`config.mk`:
```
export PLATFORM = sky130hd
export DESIGN_NAME = pipeline_ctrl
export DESIGN_NICKNAME = d
export VERILOG_FILES = /design/src/rtl/pipeline_ctrl.sv
export SDC_FILE = /design/constraint.sdc
export NUM_CORES = 1
export LEC_CHECK = 0
export CAP_MARGIN = 15
export CORE_MARGIN = 10
export CORE_UTILIZATION = 47
export CTS_CLUSTER_SIZE = 20
export DETAILED_ROUTE_END_ITERATION = 8
export GPL_TIMING_DRIVEN = 0
export PLACE_DENSITY = 0.8
export SLEW_MARGIN = 15
export SYNTH_ARGS = -nofsm -noshare
export SYNTH_HDL_FRONTEND = slang
export SYNTH_SLANG_ARGS = --single-unit
export TNS_END_PERCENT = 30
```
`constraint.sdc`:
```
create_clock -name clk_i -period 3.3 [get_ports clk_i]
set_input_delay 0.66 -clock clk_i [delete_from_list [all_inputs] [get_ports clk_i]]
set_output_delay 0.66 -clock clk_i [all_outputs]
set_load 0.005 [all_outputs]
```
`src/rtl/pipeline_ctrl.sv`:
```
// rtl/pipeline_ctrl.sv - pipeline hazard, flush and multi-cycle mult/div stall controller
module pipeline_ctrl (
  input  logic        clk_i,
  input  logic        rst_i,
  input  logic [4:0]  id_rs_i,
  input  logic [4:0]  id_rt_i,
  input  logic        id_uses_rt_i,
  input  logic        id_jump_i,
  input  logic        ex_memread_i,
  input  logic [4:0]  ex_rt_i,
  input  logic        ex_mdu_i,
  input  logic        mem_branch_taken_i,
  input  logic        mdu_done_i,
  output logic        pc_write_o,
  output logic        ifid_write_o,
  output logic        idex_write_o,
  output logic        ifid_flush_o,
  output logic        idex_flush_o,
  output logic        exmem_flush_o,
  output logic        mdu_start_o,
  output logic        mdu_abort_o,
  output logic        mdu_timeout_o,
  output logic [15:0] stall_cnt_o,
  output logic [15:0] flush_cnt_o
);

  typedef enum logic [0:0] {
    RUN      = 1'b0,
    MDU_WAIT = 1'b1
  } state_t;

  localparam logic [5:0]  WAIT_LIMIT = 6'd63;
  localparam logic [15:0] CNT_MAX    = 16'hFFFF;

  state_t     state;
  state_t     next_state;
  logic [5:0] wait_cnt;
  logic       wait_clr;
  logic       wait_inc;
  logic       timeout_set;
  logic       load_use;
  logic       any_flush;

  // Load-use hazard: lw in EX writes a register the ID instruction reads; $0 never hazards.
  assign load_use = ex_memread_i && (ex_rt_i != 5'd0) &&
                    ((ex_rt_i == id_rs_i) || (id_uses_rt_i && (ex_rt_i == id_rt_i)));

  assign any_flush = ifid_flush_o || idex_flush_o || exmem_flush_o;

  // State register; reset always lands in RUN, even from MDU_WAIT.
  always_ff @(posedge clk_i) begin
    if (rst_i) begin
      state <= RUN;
    end else begin
      state <= next_state;
    end
  end

  // Next state and pipeline controls; priority in RUN is branch > mult/div > load-use > jump.
  always_comb begin
    next_state    = state;
    pc_write_o    = 1'b1;
    ifid_write_o  = 1'b1;
    idex_write_o  = 1'b1;
    ifid_flush_o  = 1'b0;
    idex_flush_o  = 1'b0;
    exmem_flush_o = 1'b0;
    mdu_start_o   = 1'b0;
    mdu_abort_o   = 1'b0;
    wait_clr      = 1'b0;
    wait_inc      = 1'b0;
    timeout_set   = 1'b0;
    if (!rst_i) begin
      unique case (state)
        RUN: begin
          if (mem_branch_taken_i) begin
            ifid_flush_o  = 1'b1;
            idex_flush_o  = 1'b1;
            exmem_flush_o = 1'b1;
          end else if (ex_mdu_i) begin
            mdu_start_o   = 1'b1;
            pc_write_o    = 1'b0;
            ifid_write_o  = 1'b0;
            idex_write_o  = 1'b0;
            exmem_flush_o = 1'b1;
            wait_clr      = 1'b1;
            next_state    = MDU_WAIT;
          end else if (load_use) begin
            pc_write_o    = 1'b0;
            ifid_write_o  = 1'b0;
            idex_flush_o  = 1'b1;
          end else if (id_jump_i) begin
            ifid_flush_o  = 1'b1;
          end
        end
        MDU_WAIT: begin
          if (mdu_done_i) begin
            next_state    = RUN;
          end else if (wait_cnt == WAIT_LIMIT) begin
            // Watchdog expiry: kill the unit and let the pipeline move on.
            mdu_abort_o   = 1'b1;
            timeout_set   = 1'b1;
            next_state    = RUN;
          end else begin
            pc_write_o    = 1'b0;
            ifid_write_o  = 1'b0;
            idex_write_o  = 1'b0;
            exmem_flush_o = 1'b1;
            wait_inc      = 1'b1;
          end
        end
        default: begin
          next_state = RUN;
        end
      endcase
    end
  end

  // Watchdog counter: cleared when the mult/div starts, counts each wait cycle without done.
  always_ff @(posedge clk_i) begin
    if (rst_i || wait_clr) begin
      wait_cnt <= 6'd0;
    end else if (wait_inc) begin
      wait_cnt <= wait_cnt + 6'd1;
    end
  end

  // Sticky timeout flag; only reset clears it.
  always_ff @(posedge clk_i) begin
    if (rst_i) begin
      mdu_timeout_o <= 1'b0;
    end else if (timeout_set) begin
      mdu_timeout_o <= 1'b1;
    end
  end

  // Saturating count of cycles where the PC was held.
  always_ff @(posedge clk_i) begin
    if (rst_i) begin
      stall_cnt_o <= 16'd0;
    end else if (!pc_write_o && (stall_cnt_o != CNT_MAX)) begin
      stall_cnt_o <= stall_cnt_o + 16'd1;
    end
  end

  // Saturating count of cycles where any pipeline register took a bubble.
  always_ff @(posedge clk_i) begin
    if (rst_i) begin
      flush_cnt_o <= 16'd0;
    end else if (any_flush && (flush_cnt_o != CNT_MAX)) begin
      flush_cnt_o <= flush_cnt_o + 16'd1;
    end
  end

endmodule

```
# Word-level counts from Yosys, hierarchy flattened
# Cells that the tools add are included.
[word_totals] register_bits=40 input_bits=23 out_inout_bits=41 elab_cells=62
[op_classes] addsub=3 eq_ne=5 muxes=37 bitwise_logic=1 n_reduce_logical=11
[ops] cell="1-bit two-way mux" count=33
[ops] cell="16-bit by 1-bit adder with 16-bit output (second input constant)" count=2
[ops] cell="16-bit inequality test (second input constant)" count=2
[ops] cell="5-bit equality test" count=2
[ops] cell="1-bit case mux with 2 select lines" count=4
[ops] cell="6-bit by 1-bit adder with 6-bit output (second input constant)" count=1
[ops] cell="6-bit equality test (second input constant)" count=1
[ops] cell="1-bit logical AND" count=5
[ops] cell="5-bit nonzero test" count=1
[ops] cell="1-bit logical OR" count=4
[ops] cell="1-bit zero test" count=1
[ops] cell="1-bit inverter" count=1

# Logic depth before layout (Yosys ltp)
# Gate-level depths: netlist of the first run.
[depth] word_depth=12 ltp_mapped=9 mapped_depth_nobuf=8

# Worst setup path before layout of the first run
# No wires, ideal clock.
[synth_path] path_kind="input to register" from="input port rst_i" to="register flush_cnt_o[15]" setup_time_ns=0.123 arrival_ns=2.421 required_ns=3.177 setup_slack_ns=0.755 stages=7 n_path_buf=0 path_cell_list="or3b_4 > a31oi_4 > or3_4 > a211oi_4 > or3_4 > nor3_1 > mux2_1"
[synth_via] elab_chain_len=4 elab_cells_between_ends=6 cone_classes="mux: 3; reduce/logical: 3"
[synth_lines] item="start, declared" line="4" source="input logic rst_i,"
[synth_lines] item="1-bit two-way mux" line="73" source="if (!rst_i) begin"
[synth_lines] item="1-bit logical OR (2 in a row)" line="48" source="assign any_flush = ifid_flush_o || idex_flush_o || exmem_flush_o;"
[synth_lines] item="1-bit logical AND" line="150" source="end else if (any_flush && (flush_cnt_o != CNT_MAX)) begin"
[synth_lines] item="end signal, assigned" line="151" source="flush_cnt_o <= flush_cnt_o + 16'd1;"
[synth_lines] item="end, declared" line="24" source="output logic [15:0] flush_cnt_o"
# Several ways; a longest one is shown, not always the timed one.
# A chain may end at the register's enable or synchronous reset.

# Final worst setup path of the first run
[layout_path] from="input port ex_rt_i[1]" to="output port ifid_flush_o"
[layout_via] elab_chain_len=9 elab_cells_between_ends=12 cone_classes="eq/ne: 2; mux: 5; reduce/logical: 5"
[layout_lines] item="start, declared" line="10" source="input logic [4:0] ex_rt_i,"
[layout_lines] item="5-bit equality test" line="46" source="((ex_rt_i == id_rs_i) || (id_uses_rt_i && (ex_rt_i == id_rt_i)));"
[layout_lines] item="1-bit logical AND" line="46"
[layout_lines] item="1-bit logical OR" line="46"
[layout_lines] item="1-bit logical AND *" line="45" source="assign load_use = ex_memread_i && (ex_rt_i != 5'd0) &&"
[layout_lines] item="1-bit two-way mux *" line="88" source="end else if (load_use) begin"
[layout_lines] item="1-bit two-way mux *" line="80" source="end else if (ex_mdu_i) begin"
[layout_lines] item="1-bit two-way mux *" line="76" source="if (mem_branch_taken_i) begin"
[layout_lines] item="1-bit two-way mux *" line="74" source="unique case (state)"
[layout_lines] item="1-bit two-way mux *" line="73"
[layout_lines] item="end, declared" line="17" source="output logic ifid_flush_o,"
# Mark *: on every way between the ends. The rest lies on a longest branch, timed or not.

==> impl_metrics.csv, run 1 <==
group,metric,value,unit
cts,clk_path_buf_depth,2,
setup_path,arrival,2550,ps
setup_path,worstPathRequired,2640,ps
synthesis,synth_cell_type_count,40,
sta,tns,0,ps
grt,track_usage,15.06,%
floorplanning,std_cell_rows,24,
grt,grt_pass1_wl,9501,um
route,routed_wl,5738,um
sta,hold_ws,465.2,ps
synthesis,synth_top_family_by_area,"simple AND/OR/NAND/NOR gates",
synthesis,synth_warnings,0,
route,via_count,2085,
sta,maxSlewViolCount,0,
setup_path,startpoint_type,"input port",
grt,antenna_found_initial,0,
power_and_ir_drop,leakage,1.024,nW
route,drc_errors,0,
finish,drive_above_1_share,8.459,%
synthesis,syn_inst,259,
cts,postCtsHoldBufs,0,
cts,cts.sinks,40,
sta,max_freq,311.5,MHz
synthesis,synth-simple-area-share,30.08,%
cts,htree_levels,2,
setup_path,worstSetupEndpointType,"output pin",
sta,setup-violations-final,0,
place,pre_cts_ws,-348.4,ps
power_and_ir_drop,p_clk_share,35.9,%
sta,worst_clock_skew,7.027,ps
cts,clk_pin_slew_worst_paths,80,ps
route,route.antenna.remaining_nets,0,
route,wl_per_cell,14.98,um
synthesis,ys_seq_elements,40,
synthesis,synth_nets,285,
cts,cts-root-buf,"clkbuf_8",
power_and_ir_drop,switchingPower,247.7,uW
sta,hold_violations,0,
setup_path,reg2reg_depth,7,
sta,rsz0062_at_grt,"false",
grt,first_global_vias,2073,
synthesis,async_flop_share,0,%
route,viasPerCell,5.444,
power_and_ir_drop,power_report.internal_total,725.6,uW
route,first_pass_iters,4,
floorplanning,initial_utilization,48.86,%
worst_hold_path,hp-class,"reg -> reg",
status,status,"finished, final reports clean",
setup_path,crit_fanout,3,
setup_path,critPathKind,"in -> out",
sta,slew_headroom,47.62,%
power_and_ir_drop,power.density,328.8,nW/um^2
cts,clkLatencyLatePin,290,ps
grt,overflow,0,
cts,cts_tree,"yes",
sta,worst_pin_slew,779.0,ps
floorplanning,die_area,7658,sq um
synthesis,synth_xor_area_share,10.22,%
synthesis,synth-compound-area-share,13.61,%
sta,period_minus_slack,3210,ps
power_and_ir_drop,p_total,973.2,uW
synthesis,synth-seq-area-share,37.38,%
floorplanning,io-pin-count,64,
finish,final_nets,356,
place,portBuffers,63,
finish,fillers,385,
power_and_ir_drop,p_sw_share,25.45,%
floorplanning,core-area,4384,sq um
grt,grt_max_degree,14,
run,maxCapViolCount,0,
synthesis,synthAdderAreaFrac,1.752,%
floorplanning,die_w,87.51,um
power_and_ir_drop,ir_drop,0.2565,mV
power_and_ir_drop,sequentialPowerShare,50.9,%
cts,cts_made_buffers,5,
synthesis,synth_flop_cell,"dfxtp_1",
place,globalplace.congestion,0.8377,
power_and_ir_drop,comb_power_share,13.1,%
worst_hold_path,hold_depth,1,
place,dp_hpwl,4547,um
synthesis,synth-edff-count,0,
finish,syn2layout_area_growth,38.20,%
sta,period_share,97.27,%
sta,fin_ws,89.99,ps
floorplanning,fp.dieH,87.51,um
synthesis,netlist_area,2142,sq um
synthesis,synth_area_per_cell,8.270,sq um
synthesis,yosys-mux-area-fraction,4.030,%
finish,diodes,0,
route,initialDrtViolationCount,64,
final cells by class:
type | instances | area [sq um] | share of cell area [%]
Buffer | 8 | 38.79 | 1.310
Clock buffer | 6 | 82.58 | 2.790
Clock inverter | 2 | 13.76 | 0.4649
Inverter | 7 | 26.28 | 0.8876
Multi-Input combinational cell | 204 | 1299 | 43.87
Sequential cell | 40 | 800.8 | 27.05
Tap cell | 52 | 65.06 | 2.198
Timing Repair Buffer | 64 | 634.4 | 21.43
final timing paths:
kind         slack [ps]           from              end
max                  90     ex_rt_i[1]     ifid_flush_o
min                 470  mdu_timeout_o    mdu_timeout_o
max reg2reg         800          state  flush_cnt_o[15]
min reg2reg         470  mdu_timeout_o    mdu_timeout_o
per-stage QoR:
step | util (%) | cells | cell area (sq um)
detailed placement | 64.73 | 374 | 2838
CTS | 67.15 | 383 | 2944
global placement | 64.73 | 374 | 2838
global route | 67.52 | 383 | 2960
floorplan | - | 259 | 2142
finish | 67.52 | 383 | 2960
per-layer routing:
metal | vias up | global-route usage (%) | share of wire, %
met1 | 959 | 16.74 | 42
li1 | 1070 | - | -
met5 | - | 0 | 0
met2 | 50 | 25.99 | 49
met3 | 6 | 5.524 | 7.6
met4 | 0 | 4.783 | 1.4
power groups by stage:
stage	Sequential [mW]	Clock (mW)	Combinational, mW
floorplan	0.506	0	0.0591
global placement	0.507	0	0.123
detailed placement	0.507	0	0.126
CTS	0.496	0.359	0.127
global route	0.497	0.378	0.139
finish	0.496	0.350	0.128
cells in the final DEF (no fill, tap or decap), types with 6 or more instances in the layout:
cell type and instances:
o21ai_0 10, clkbuf_8 6, nand3_1 14, nor2_1 26, nand2_1 27, nand4_1 11
inv_1 7, a21oi_1 16, xnor2_1 23, or3_1 7, dfxtp_1 40, nor3_1 12
clkdlybuf4s50_1 57
synth_stat cells (all sizes together), types with 3 or more instances:
master / number / share of area (%)
buf: 4 / 0.99
nor2b: 5 / 1.5
nand4: 11 / 3.2
nand3: 14 / 3.3
xnor2: 23 / 9.4
ha: 3 / 1.8
dfxtp: 40 / 37
o21ai: 11 / 2.7
inv: 7 / 1.2
or4: 5 / 1.8
mux2i: 3 / 1.4
a21oi: 17 / 4.0
and4: 3 / 1.2
or3: 9 / 3.1
o31ai: 4 / 1.4
nor3: 12 / 2.8
clkbuf: 4 / 0.70
nor2: 26 / 4.6
and3: 5 / 1.5
a31oi: 4 / 1.9
nand2: 28 / 4.9
mux2: 5 / 2.6
cell families after synthesis:
group           after synthesis
mux                           8
compound gates               43
buf+inv                      15
flops                        40
simple gates                125
fa+ha+maj                     3
xor+xnor                     25
what timing repair did:
item | 4_1_cts | 5_1_grt
setup buffers | 1 | 0
pin swaps | 2 | 1
endpoints found under the setup margin | 4 | 5
gates resized for setup | 9 | 5
critical path: stages:
cell	delay, ps
dlygate4sd2_1	270
or4_1	530
o21a_2	240
nand2_2	70
a31oi_1	80
nor3_1	130
clkdlybuf4s50_1	560
sequential cells by signal, summed over array words and instances (netlist names):
signal / cells
wait_cnt: 6
flush_cnt_o: 16
state: 1
stall_cnt_o: 16
mdu_timeout_o: 1
No activity file was read; power rests on OpenSTA's default activity.
==> run 2: changes to the inputs <==
--- a/config.mk
+++ b/config.mk
@@ -6,12 +6,14 @@
 export NUM_CORES = 1
 export LEC_CHECK = 0
 export CAP_MARGIN = 15
+export CELL_PAD_IN_SITES_DETAIL_PLACEMENT = 0
+export CELL_PAD_IN_SITES_GLOBAL_PLACEMENT = 1
 export CORE_MARGIN = 10
-export CORE_UTILIZATION = 47
+export CORE_UTILIZATION = 34
 export CTS_CLUSTER_SIZE = 20
 export DETAILED_ROUTE_END_ITERATION = 8
 export GPL_TIMING_DRIVEN = 0
-export PLACE_DENSITY = 0.8
+export PLACE_DENSITY_LB_ADDON = 0.1
 export SLEW_MARGIN = 15
 export SYNTH_ARGS = -nofsm -noshare
 export SYNTH_HDL_FRONTEND = slang
==> run 2 against run 1 <==
Net effect:
- die area up 29%
- via count shrank 1.4%
- non-clock buffer count did not move
- sequential share of layout area is 0.49 points lower
- first-iteration DRC count is 22% lower
- total power up 7.9%
- final area rose by 1.9%
- core utilization decreased by 17 points
- clock-buffer cell count did not move
- global-route usage decreased by 3.2 points
- clock power increased by 22%
- clock skew rose by 5.0 ps
- highest routed layer unchanged
==> impl_metrics.csv, run 2 (synthesis results as in run 1) <==
group,metric,value,unit
status,status,"finished, final reports clean",
run,maxCapViolCount,0,
sta,fin_ws,31.14,ps
setup_path,worstSetupEndpointType,"output pin",
sta,hold_ws,453.1,ps
sta,setup-violations-final,0,
floorplanning,core-area,6026,sq um
setup_path,timing.rr.end,"flush_cnt_o[7]",
setup_path,reg2reg_depth,7,
worst_hold_path,hold_depth,1,
worst_hold_path,hp-class,"reg -> reg",
sta,maxSlewViolCount,0,
route,route.antenna.remaining_nets,0,
floorplanning,initial_utilization,35.55,%
grt,grt_pass1_wl,9798,um
grt,overflow,0,
sta,max_freq,305.9,MHz
cts,cts-root-buf,"clkbuf_8",
place,pre_cts_ws,-311.6,ps
sta,slew_headroom,50.14,%
floorplanning,die_area,9875,sq um
cts,htree_levels,2,
floorplanning,fp.dieH,99.38,um
finish,final_nets,356,
cts,clk_pin_slew_worst_paths,80,ps
sta,hold_violations,0,
finish,syn2layout_area_growth,40.77,%
place,dp_hpwl,4508,um
grt,antenna_found_initial,0,
finish,drive_above_1_share,8.459,%
sta,rsz0062_at_grt,"true",
cts,clk_path_buf_depth,2,
finish,layout_common_cells,"58 x clkdlybuf4s50_1, 40 x dfxtp_1, 27 x nand2_1, 26 x nor2_1, 23 x xnor2_1",
route,via_count,2056,
setup_path,crit_fanout,3,
grt,grt_max_degree,14,
finish,layout_commonest_cell,"clkdlybuf4s50_1",
setup_path,worstPathRequired,2640,ps
finish,top_regs,"flush_cnt_o x16, stall_cnt_o x16, wait_cnt x6",
route,routed_wl,5801,um
cts,clkLatencyLatePin,300,ps
route,viasPerCell,5.064,
floorplanning,die_w,99.38,um
power_and_ir_drop,ir_drop,0.2135,mV
cts,cts_tree,"yes",
setup_path,rr_startpoint,"wait_cnt[0]",
worst_hold_path,min_to,"mdu_timeout_o",
route,wl_per_cell,14.29,um
cts,postCtsHoldBufs,0,
grt,first_global_vias,1999,
power_and_ir_drop,leakage,1.047,nW
power_and_ir_drop,power.density,348.1,nW/um^2
route,drc_errors,0,
route,first_pass_iters,4,
floorplanning,std_cell_rows,28,
setup_path,arrival,2610,ps
floorplanning,io-pin-count,64,
setup_path,startpoint_type,"input port",
grt,track_usage,11.83,%
place,globalplace.congestion,0.7680,
setup_path,reg2reg_slack,770,ps
cts,cts_made_buffers,5,
route,initialDrtViolationCount,50,
sta,worst_clock_skew,12.01,ps
finish,diodes,0,
cts,cts.sinks,40,
sta,period_minus_slack,3269,ps
sta,period_share,99.06,%
setup_path,critPathKind,"in -> out",
sta,worst_pin_slew,741.5,ps
place,portBuffers,63,
worst_hold_path,worstHoldStart,"mdu_timeout_o",
==> run 2: how the worst max path moves through the flow <==
stage	start	to	slack, ps	cells past startpoint
floorplan	rst_i	flush_cnt_o[15]	760	7
global placement	ex_rt_i[1]	pc_write_o	-320	8
detailed placement	ex_rt_i[1]	pc_write_o	-310	8
CTS	ex_rt_i[4]	pc_write_o	0.3	8
global route	ex_rt_i[4]	pc_write_o	-30	8
finish	ex_rt_i[4]	pc_write_o	30	8
==> run 2: what timing repair did <==
| action | CTS | global route |
|---|---|---|
| setup buffers | 1 | 0 |
| pin swaps | 3 | 3 |
| endpoints found under the setup margin | 4 | 5 |
| gates resized for setup | 8 | 5 |
| endpoints found under the hold margin | 0 | 0 |
| cloned | 0 | 0 |
==> run 2: report_power, final <==
part / internal [mW] / switching (mW) / leakage [nW]
sequential: 0.488 / 0.00760 / 0.323
combinational: 0.0672 / 0.0595 / 0.663
clock: 0.247 / 0.180 / 0.0614
total: 0.802 / 0.247 / 1.05
==> run 2: layer usage <==
| layer | wire length (um) | GRT usage, % | vias to the layer above |
|---|---|---|---|
| met3 | 463 | 5.190 | 7 |
| met1 | 2561 | 13.58 | 932 |
| met4 | 65 | 3.969 | 0 |
| met2 | 2710 | 19.19 | 48 |
| li1 | - | - | 1069 |
| met5 | 0 | 0 | - |
==> run 2: critical path, cell delays in order <==
cell,delay (ps)
dlygate4sd2_1,270
or4_1,520
o21a_2,230
nand2_2,70
nand2_1,70
a21oi_2,170
buf_4,130
clkdlybuf4s50_1,490
==> run 2: final cells by class <==
| class | instances | area (sq um) |
|---|---|---|
| buffer | 8 | 38.79 |
| clock buffer | 6 | 82.58 |
| clock inverter | 2 | 38.79 |
| fill | 608 | 3010 |
| inverter | 7 | 26.28 |
| multi-input combinational | 204 | 1299 |
| sequential | 40 | 800.8 |
| tap | 75 | 93.84 |
| timing repair buffer | 64 | 635.6 |
==> run 2: through the flow <==
step                cell area, sq um  util, %  setup TNS [ps]  instances  power [mW]
floorplan                       2142        -               0        259      0.5649
global placement                2867    47.57          -825.8        397      0.6331
detailed placement              2867    47.57          -789.8        397      0.6331
CTS                             2999    49.77               0        406       1.063
global route                    3015    50.04          -34.47        406       1.096
finish                          3015    50.04               0        406       1.050
==> run 3: changes to the inputs <==
--- a/config.mk
+++ b/config.mk
@@ -5,7 +5,6 @@
 export SDC_FILE = /design/constraint.sdc
 export NUM_CORES = 1
 export LEC_CHECK = 0
-export CAP_MARGIN = 15
 export CELL_PAD_IN_SITES_DETAIL_PLACEMENT = 0
 export CELL_PAD_IN_SITES_GLOBAL_PLACEMENT = 1
 export CORE_MARGIN = 10
==> results of run 3 <==
The final DEF is identical to that of run 2; final timing and power are the same.
